## src/rtl/pi_digit_decoder_if.sv

```systemverilog
// Stream bundle between the value source, the digit decoder and the display/consumer.
// Input value handshake (in_*) and digit output stream (digit_*) plus the 7-seg pattern.
interface pi_digit_decoder_if #(
  parameter int INT_BITS  = 4,
  parameter int FRAC_BITS = 48
);
  logic [INT_BITS+FRAC_BITS-1:0] in_value;
  logic                          in_valid;
  logic                          in_ready;
  logic [3:0]                    digit;
  logic                          digit_valid;
  logic                          digit_ready;
  logic                          digit_last;
  logic                          overflow;
  logic [7:0]                    seg;
  logic                          dbg_state;

  // Source/consumer side of the decoder.
  modport master (
    output in_value, in_valid, digit_ready,
    input  in_ready, digit, digit_valid, digit_last, overflow, seg, dbg_state
  );

  // Decoder side.
  modport slave (
    input  in_value, in_valid, digit_ready,
    output in_ready, digit, digit_valid, digit_last, overflow, seg, dbg_state
  );
endinterface

```

## src/rtl/pi_digit_decoder.sv

```systemverilog
// Converts one unsigned fixed-point value into NDIGITS decimal digits, MSD first,
// using one x10 shift-add step per fractional digit; also drives a 7-seg pattern.
module pi_digit_decoder #(
  parameter int INT_BITS  = 4,
  parameter int FRAC_BITS = 48,
  parameter int NDIGITS   = 12
) (
  input  logic              clk_2,
  input  logic              reset,
  pi_digit_decoder_if.slave bus
);
  localparam int CW = (NDIGITS > 2) ? $clog2(NDIGITS) : 1;
  localparam logic [CW-1:0] LAST_CNT = CW'(NDIGITS - 1);

  typedef enum logic {S_IDLE = 1'b0, S_EMIT = 1'b1} state_t;

  state_t                 state_q;
  logic [FRAC_BITS-1:0]   frac_q;
  logic [3:0]             digit_q;
  logic [CW-1:0]          cnt_q;
  logic                   ovf_q;

  logic [INT_BITS-1:0]    int_part;
  logic                   int_ovf;
  logic [FRAC_BITS+3:0]   frac_ext;
  logic [FRAC_BITS+3:0]   prod;
  logic [6:0]             seg_raw;

  assign int_part = bus.in_value[INT_BITS+FRAC_BITS-1:FRAC_BITS];
  assign int_ovf  = (32'(int_part) >= 32'd10);

  // frac*10 as (frac<<3)+(frac<<1); the top 4 bits are the next digit (always 0-9).
  assign frac_ext = {4'b0000, frac_q};
  assign prod     = (frac_ext << 3) + (frac_ext << 1);

  // Handshakes: a transfer happens on a rising edge where valid && ready. While
  // digit_valid is high and digit_ready low, digit/seg/digit_last hold stable.
  always_ff @(posedge clk_2 or negedge reset) begin
    if (!reset) begin
      state_q <= S_IDLE;
      frac_q  <= '0;
      digit_q <= 4'h0;
      cnt_q   <= '0;
      ovf_q   <= 1'b0;
    end else begin
      case (state_q)
        S_IDLE: begin
          if (bus.in_valid) begin
            frac_q  <= bus.in_value[FRAC_BITS-1:0];
            digit_q <= int_ovf ? 4'hF : 4'(int_part);
            ovf_q   <= int_ovf;
            cnt_q   <= '0;
            state_q <= S_EMIT;
          end
        end
        S_EMIT: begin
          if (bus.digit_ready) begin
            if (cnt_q == LAST_CNT) begin
              state_q <= S_IDLE;
            end else begin
              digit_q <= prod[FRAC_BITS+3:FRAC_BITS];
              frac_q  <= prod[FRAC_BITS-1:0];
              cnt_q   <= cnt_q + 1'b1;
            end
          end
        end
        default: state_q <= S_IDLE;
      endcase
    end
  end

  always_comb begin
    seg_raw = 7'h00;
    case (digit_q)
      4'h0: seg_raw = 7'h3F;
      4'h1: seg_raw = 7'h06;
      4'h2: seg_raw = 7'h5B;
      4'h3: seg_raw = 7'h4F;
      4'h4: seg_raw = 7'h66;
      4'h5: seg_raw = 7'h6D;
      4'h6: seg_raw = 7'h7D;
      4'h7: seg_raw = 7'h07;
      4'h8: seg_raw = 7'h7F;
      4'h9: seg_raw = 7'h6F;
      4'hF: seg_raw = 7'h79;
      default: seg_raw = 7'h00;
    endcase
  end

  assign bus.in_ready    = (state_q == S_IDLE);
  assign bus.digit_valid = (state_q == S_EMIT);
  assign bus.digit       = digit_q;
  assign bus.digit_last  = (state_q == S_EMIT) && (cnt_q == LAST_CNT);
  assign bus.overflow    = ovf_q;
  // Decimal point marks the integer digit; display blanks when nothing is valid.
  assign bus.seg         = (state_q == S_EMIT) ? {(cnt_q == '0), seg_raw} : 8'h00;
  assign bus.dbg_state   = state_q;
endmodule

```

## src/flat_wrapper.sv

```systemverilog
// flat-port wrapper written by rule: the top's interface ports become plain ports
module pi_digit_decoder_flat 
#(
  parameter int INT_BITS  = 4,
  parameter int FRAC_BITS = 48,
  parameter int NDIGITS   = 12
)
  (clk_2, reset, bus_in_value, bus_in_valid, bus_digit_ready, bus_in_ready, bus_digit, bus_digit_valid, bus_digit_last, bus_overflow, bus_seg, bus_dbg_state);
  pi_digit_decoder_if #(.INT_BITS(INT_BITS), .FRAC_BITS(FRAC_BITS)) bus_i ();
  input  logic clk_2;
  input  logic reset;
  input wire logic [$bits(bus_i.in_value)-1:0] bus_in_value;
  input wire logic [$bits(bus_i.in_valid)-1:0] bus_in_valid;
  input wire logic [$bits(bus_i.digit_ready)-1:0] bus_digit_ready;
  output wire logic [$bits(bus_i.in_ready)-1:0] bus_in_ready;
  output wire logic [$bits(bus_i.digit)-1:0] bus_digit;
  output wire logic [$bits(bus_i.digit_valid)-1:0] bus_digit_valid;
  output wire logic [$bits(bus_i.digit_last)-1:0] bus_digit_last;
  output wire logic [$bits(bus_i.overflow)-1:0] bus_overflow;
  output wire logic [$bits(bus_i.seg)-1:0] bus_seg;
  output wire logic [$bits(bus_i.dbg_state)-1:0] bus_dbg_state;
  assign bus_i.in_value = bus_in_value;
  assign bus_i.in_valid = bus_in_valid;
  assign bus_i.digit_ready = bus_digit_ready;
  assign bus_in_ready = bus_i.in_ready;
  assign bus_digit = bus_i.digit;
  assign bus_digit_valid = bus_i.digit_valid;
  assign bus_digit_last = bus_i.digit_last;
  assign bus_overflow = bus_i.overflow;
  assign bus_seg = bus_i.seg;
  assign bus_dbg_state = bus_i.dbg_state;
  pi_digit_decoder #(.INT_BITS(INT_BITS), .FRAC_BITS(FRAC_BITS), .NDIGITS(NDIGITS)) u_core (.clk_2(clk_2), .reset(reset), .bus(bus_i));
endmodule
```

## config.mk

```make
export PLATFORM = sky130hd
export DESIGN_NAME = pi_digit_decoder_flat
export DESIGN_NICKNAME = d
export VERILOG_FILES = /design/src/rtl/pi_digit_decoder_if.sv /design/src/rtl/pi_digit_decoder.sv /design/src/flat_wrapper.sv
export SDC_FILE = /design/constraint.sdc
export NUM_CORES = 1
export LEC_CHECK = 0
export ABC_AREA = 1
export CORE_ASPECT_RATIO = 2
export CORE_MARGIN = 2
export CORE_UTILIZATION = 54
export DETAILED_ROUTE_END_ITERATION = 7
export PLACE_DENSITY = 0.78
export SETUP_SLACK_MARGIN = 0.05
export SLEW_MARGIN = 15
export SYNTH_ARGS = -nofsm -noshare
export SYNTH_HDL_FRONTEND = slang
export SYNTH_SLANG_ARGS = --single-unit
```

## constraint.sdc

```tcl
create_clock -name clk_2 -period 2.05 [get_ports clk_2]
set_clock_uncertainty 0.05 [all_clocks]
set_input_delay 0.41 -clock clk_2 [delete_from_list [all_inputs] [get_ports clk_2]]
set_output_delay 0.41 -clock clk_2 [all_outputs]
set_load 0.005 [all_outputs]
```

==> run metrics, run 1 <==
H-tree Lvls 3; port bufs 72; GRT Overall Usage ~80%; Seq/Total Area, Yosys 20.3%; clk sinks between 50 and 60; post-DP HPWL around 22000 um; Stopped at global routing; status stopped before the end; post-synthesis cell count between 1000 and 1500; mapped cell area slightly above 0.007 sq mm; Avg Cell Area, Syn approximately 5.8 sq um; total gr overflow around 320; worst endpoint type register input; chip width roughly 85 um; Yosys reg bits just under 60; Num CTS Buffers 9; Netlist cell types 42; Warnings, synthesis 0; post-GRT worst EP u_core.frac_q[36]$_DFFE_PN0P_/D; site row count 59; syn_nets between 1000 and 1500; Initial Utilization a little over half; Root Buffer clkbuf_16; clock buffer depth 2; IO Pins 73; largest net degree at the start of global routing 59; hold buffer count at CTS 0; Die H about 170 um; gpl congestion between 1 and 1.5; dpl cells between 1500 and 2000; Error [ERROR GRT-0232] Routing congestion too high. Check the congestion heatmap in the GUI.
[timing repair]
item | CTS
endpoints found under the setup margin | 55
setup buffers | 37
gates resized for setup | 381
pin swaps | 142
endpoints found under the hold margin | 0
[cells in the mapped netlist (all sizes together)]
library cell | n | area share, %
ha | 53 | 9.3
nand3b | 6 | 0.74
a31oi | 3 | 0.26
buf | 17 | 1.4
clkbuf | 6 | 0.32
a22oi | 1 | 0.11
and2 | 4 | 0.35
or2 | 1 | 0.088
xnor2 | 5 | 0.61
nor3 | 8 | 0.77
nor3b | 1 | 0.11
nor4 | 3 | 0.26
a21o | 1 | 0.11
o221ai | 4 | 0.49
nand3 | 63 | 4.7
o21bai | 11 | 1.2
o21ai | 57 | 4.1
nand2 | 452 | 25
clkinv | 2 | 0.11
dfrtp | 58 | 20
o21a | 7 | 0.74
inv | 218 | 11
nand4 | 13 | 1.2
nor2 | 170 | 11
o211ai | 1 | 0.11
o31ai | 4 | 0.42
fa | 1 | 0.28
xor2 | 14 | 1.7
a21oi | 45 | 3.3
[metal layers]
metal	GRT overflow	global-route usage, %
met3	2	56.1
met2	210	102
met5	0	7.64
met1	1	78.7
met4	103	86.5
[kinds of logic after synthesis]
kind of cell	after synthesis	share of synthesized area, %
AND/OR/NAND/NOR	721	43.7
AO/OA/AOI/OAI	134	10.7
flip-flops	58	20.3
XOR/XNOR	19	2.33
buffers and inverters	243	13.3
adder cells (fa/ha/maj)	54	9.57
[through the flow]
stage / area [sq um] / setup slack, ns / utilization (%)
detailed placement: 9090 / -0.309 / 70.0
CTS: 11300 / -0.107 / 87.0
global placement: 9090 / -0.250 / 70.0
floorplan: 7140 / 0.0535 / -
==> inputs of run 2 (changes only) <==
- CORE_ASPECT_RATIO: 2 -> default
- CORE_UTILIZATION: 54 -> 40
- PLACE_DENSITY: 0.78 -> default
- PLACE_DENSITY_LB_ADDON: default -> 0.15
- SETUP_SLACK_MARGIN: 0.05 -> default
- clock period: 2.05 -> 2.67 ns (I/O delays scaled with it)
==> run 2 against run 1 <==
  * The run now ends clean
  * Synthesized cell count unchanged
  * Area after synthesis unchanged
==> run metrics, run 2 <==
Root Buffer clkbuf_16; RSZ-0062 raised after global routing no; Netlist cell types 42 (unchanged); gpl congestion 0.945 (-11%); max_slew headroom ~47%; max reg flops 48; CP Launch Type register; Iteration-0 DRC Markers 524; minimum clock period 2.59 ns; area share of the largest cell type after synthesis 22.4% (unchanged); clock buffer depth 2 (unchanged); Routed wire per std cell approximately 15 um; Final Cycle Share between 90% and 100%; Avg Cell Area, Syn 5.81 sq um (unchanged); Layout area overhead 18.7%; crit path kind reg2out; mapped cell area 0.00714 sq mm (unchanged); commonest non-fill, non-tap cells in the layout nand2_1, inv_1, nor2_1, clkdlybuf4s50_1, nand3_1; post-synthesis cell count 1229 (unchanged); site row count 48 (-19%); DRT antenna net count 0; routed vias 7518; FFs w/ async S/R, synth 100% (unchanged); R2R depth 16; routing usage on met2 around two fifths; port bufs 72 (unchanged); WP data required approximately 2.1 ns; GRT Overall Usage roughly 25%; post-DP HPWL 18400 um (-16%); DR vias/cell between 4 and 5; layout cells sized above 1 just over 9%; FF-to-FF setup slack ~0.19 ns; DRT Pass-1 Iters 6; R2R Path Start u_core.frac_q[0]; most common cell after layout, fill and taps aside nand2_1; core area about 0.017 sq mm; # DRC 0; Post-synth top cells nand2_1, inv_1, nor2_1; hold buffer count at CTS 0 (unchanged); Initial Utilization 41.1% (-14 points); area leader, netlist nand2_1; Fin. Hold Viols 0; Yosys reg bits 58 (unchanged); met3 global-route usage under 10%; initial antenna violation count 0; clk sinks 58 (unchanged); Worst setup EP type output port; full die area ~0.019 sq mm; global route hottest layer met2; Die H 138 um (-17%); Seq/Total Area, Yosys 20.3% (unchanged); largest net degree at the start of global routing 69; Antenna Cells 0; top post-synthesis cells by area nand2_1, dfrtp_1, inv_1, ha_1, nor2_1; total gr overflow 0; clk_lat worst skew 0.35 ns; syn_nets 1339 (unchanged); final net count 1407; top fanout value on the critical path 8; CTS tree yes; CP Data Arrival Time approximately 2 ns; count leader, synth nand2_1; Pins Over Slew Limit 0; Warnings, synthesis 0 (unchanged); highest achievable clock rate slightly below 0.4 GHz; ys flop type dfrtp_1; EDFF count, synth 0 (unchanged); RR Endpoint u_core.frac_q[37]; status finished, final reports clean; hold crit path type in2async; setup TNS 0 ns; vias in the first global route between 7000 and 8000; final wirelength about 23000 um; Layout fillers between 1500 and 2000; H-tree Lvls 3 (unchanged); IO Pins 73 (unchanged); final setup fails 0; largest register by flop count u_core.frac_q; chip width 138 um (+61%); Num CTS Buffers 9 (unchanged); first-pass GRT wire length 36700 um; Clk pin slew, worst setup/hold paths 0.06 ns; M1 GR Usage between 30% and 40%; Max Cap Viol 0; worst-margin pin slew 0.790 ns
## run 2: cell counts after synthesis
No cell type changed its count.
## run 2: cell type report
class	instances	area [sq um]	share of cell area, %
clock buffers	12	256	3.03
clock inverters	4	97.6	1.15
inverters	220	826	9.74
multi-input cells	928	4750	56.0
flip-flops and latches	58	1450	17.2
well taps	225	282	3.32
repair buffers	80	813	9.60
## run 2: cells by family after synthesis
| kind of cell | share of synthesized area [%] |
|---|---|
| compound gates | 10.7 |
| xor+xnor | 2.33 |
| fa+ha+maj | 9.57 |
| buf+inv | 13.3 |
| flops | 20.3 |
| simple gates | 43.7 |
## run 2: critical path, cell delays in order (launching register included)
cell and delay [ns]:
dfrtp_1 0.47, inv_2 0.16, a21oi_1 0.08, nor2_1 0.15, inv_1 0.08, a31oi_1 0.17
clkdlybuf4s50_1 0.54
## run 2: routing by layer
metal / vias up / routed length, um / share of wire, %
met5: - / 0 / 0
met4: 0 / 386 / 1.7
met3: 26 / 1100 / 4.8
met2: 183 / 10000 / 44
met1: 3376 / 11200 / 49
li1: 3933 / - / -
## run 2: stage by stage
stage	setup WS [ns]	util [%]	instance area (sq um)	hold WS (ns)	cells
after floorplan	0.674	-	7140	0.188	1229
after global placement	0.290	46.7	8110	0.461	1511
after detailed placement	0.266	46.7	8110	0.466	1511
after CTS	0.0200	48.8	8470	0.164	1527
after global routing	0.000711	48.8	8470	0.190	1527
final	0.0770	48.8	8470	0.149	1527
## run 2: worst max-delay path by stage
stage | startpoint | end | depth (start not counted)
2_1_floorplan | u_core.frac_q[2] | u_core.frac_q[37] | 16
3_3_place_gp | u_core.frac_q[16] | u_core.frac_q[23] | 10
3_5_place_dp | u_core.frac_q[2] | u_core.frac_q[37] | 16
4_1_cts | u_core.bus.digit[2] | bus_seg[6] | 6
5_1_grt | u_core.frac_q[2] | u_core.frac_q[37] | 16
6_report | u_core.bus.digit[2] | bus_seg[2] | 6
## run 2: what timing repair did
action,in CTS,in global routing
gates resized for setup,0,4
buffers inserted,0,0
setup endpoints to repair,0,5
Power of run 2 is not shown: default switching activity piles up to over one toggle a cycle in this logic, so the estimate is an artifact.
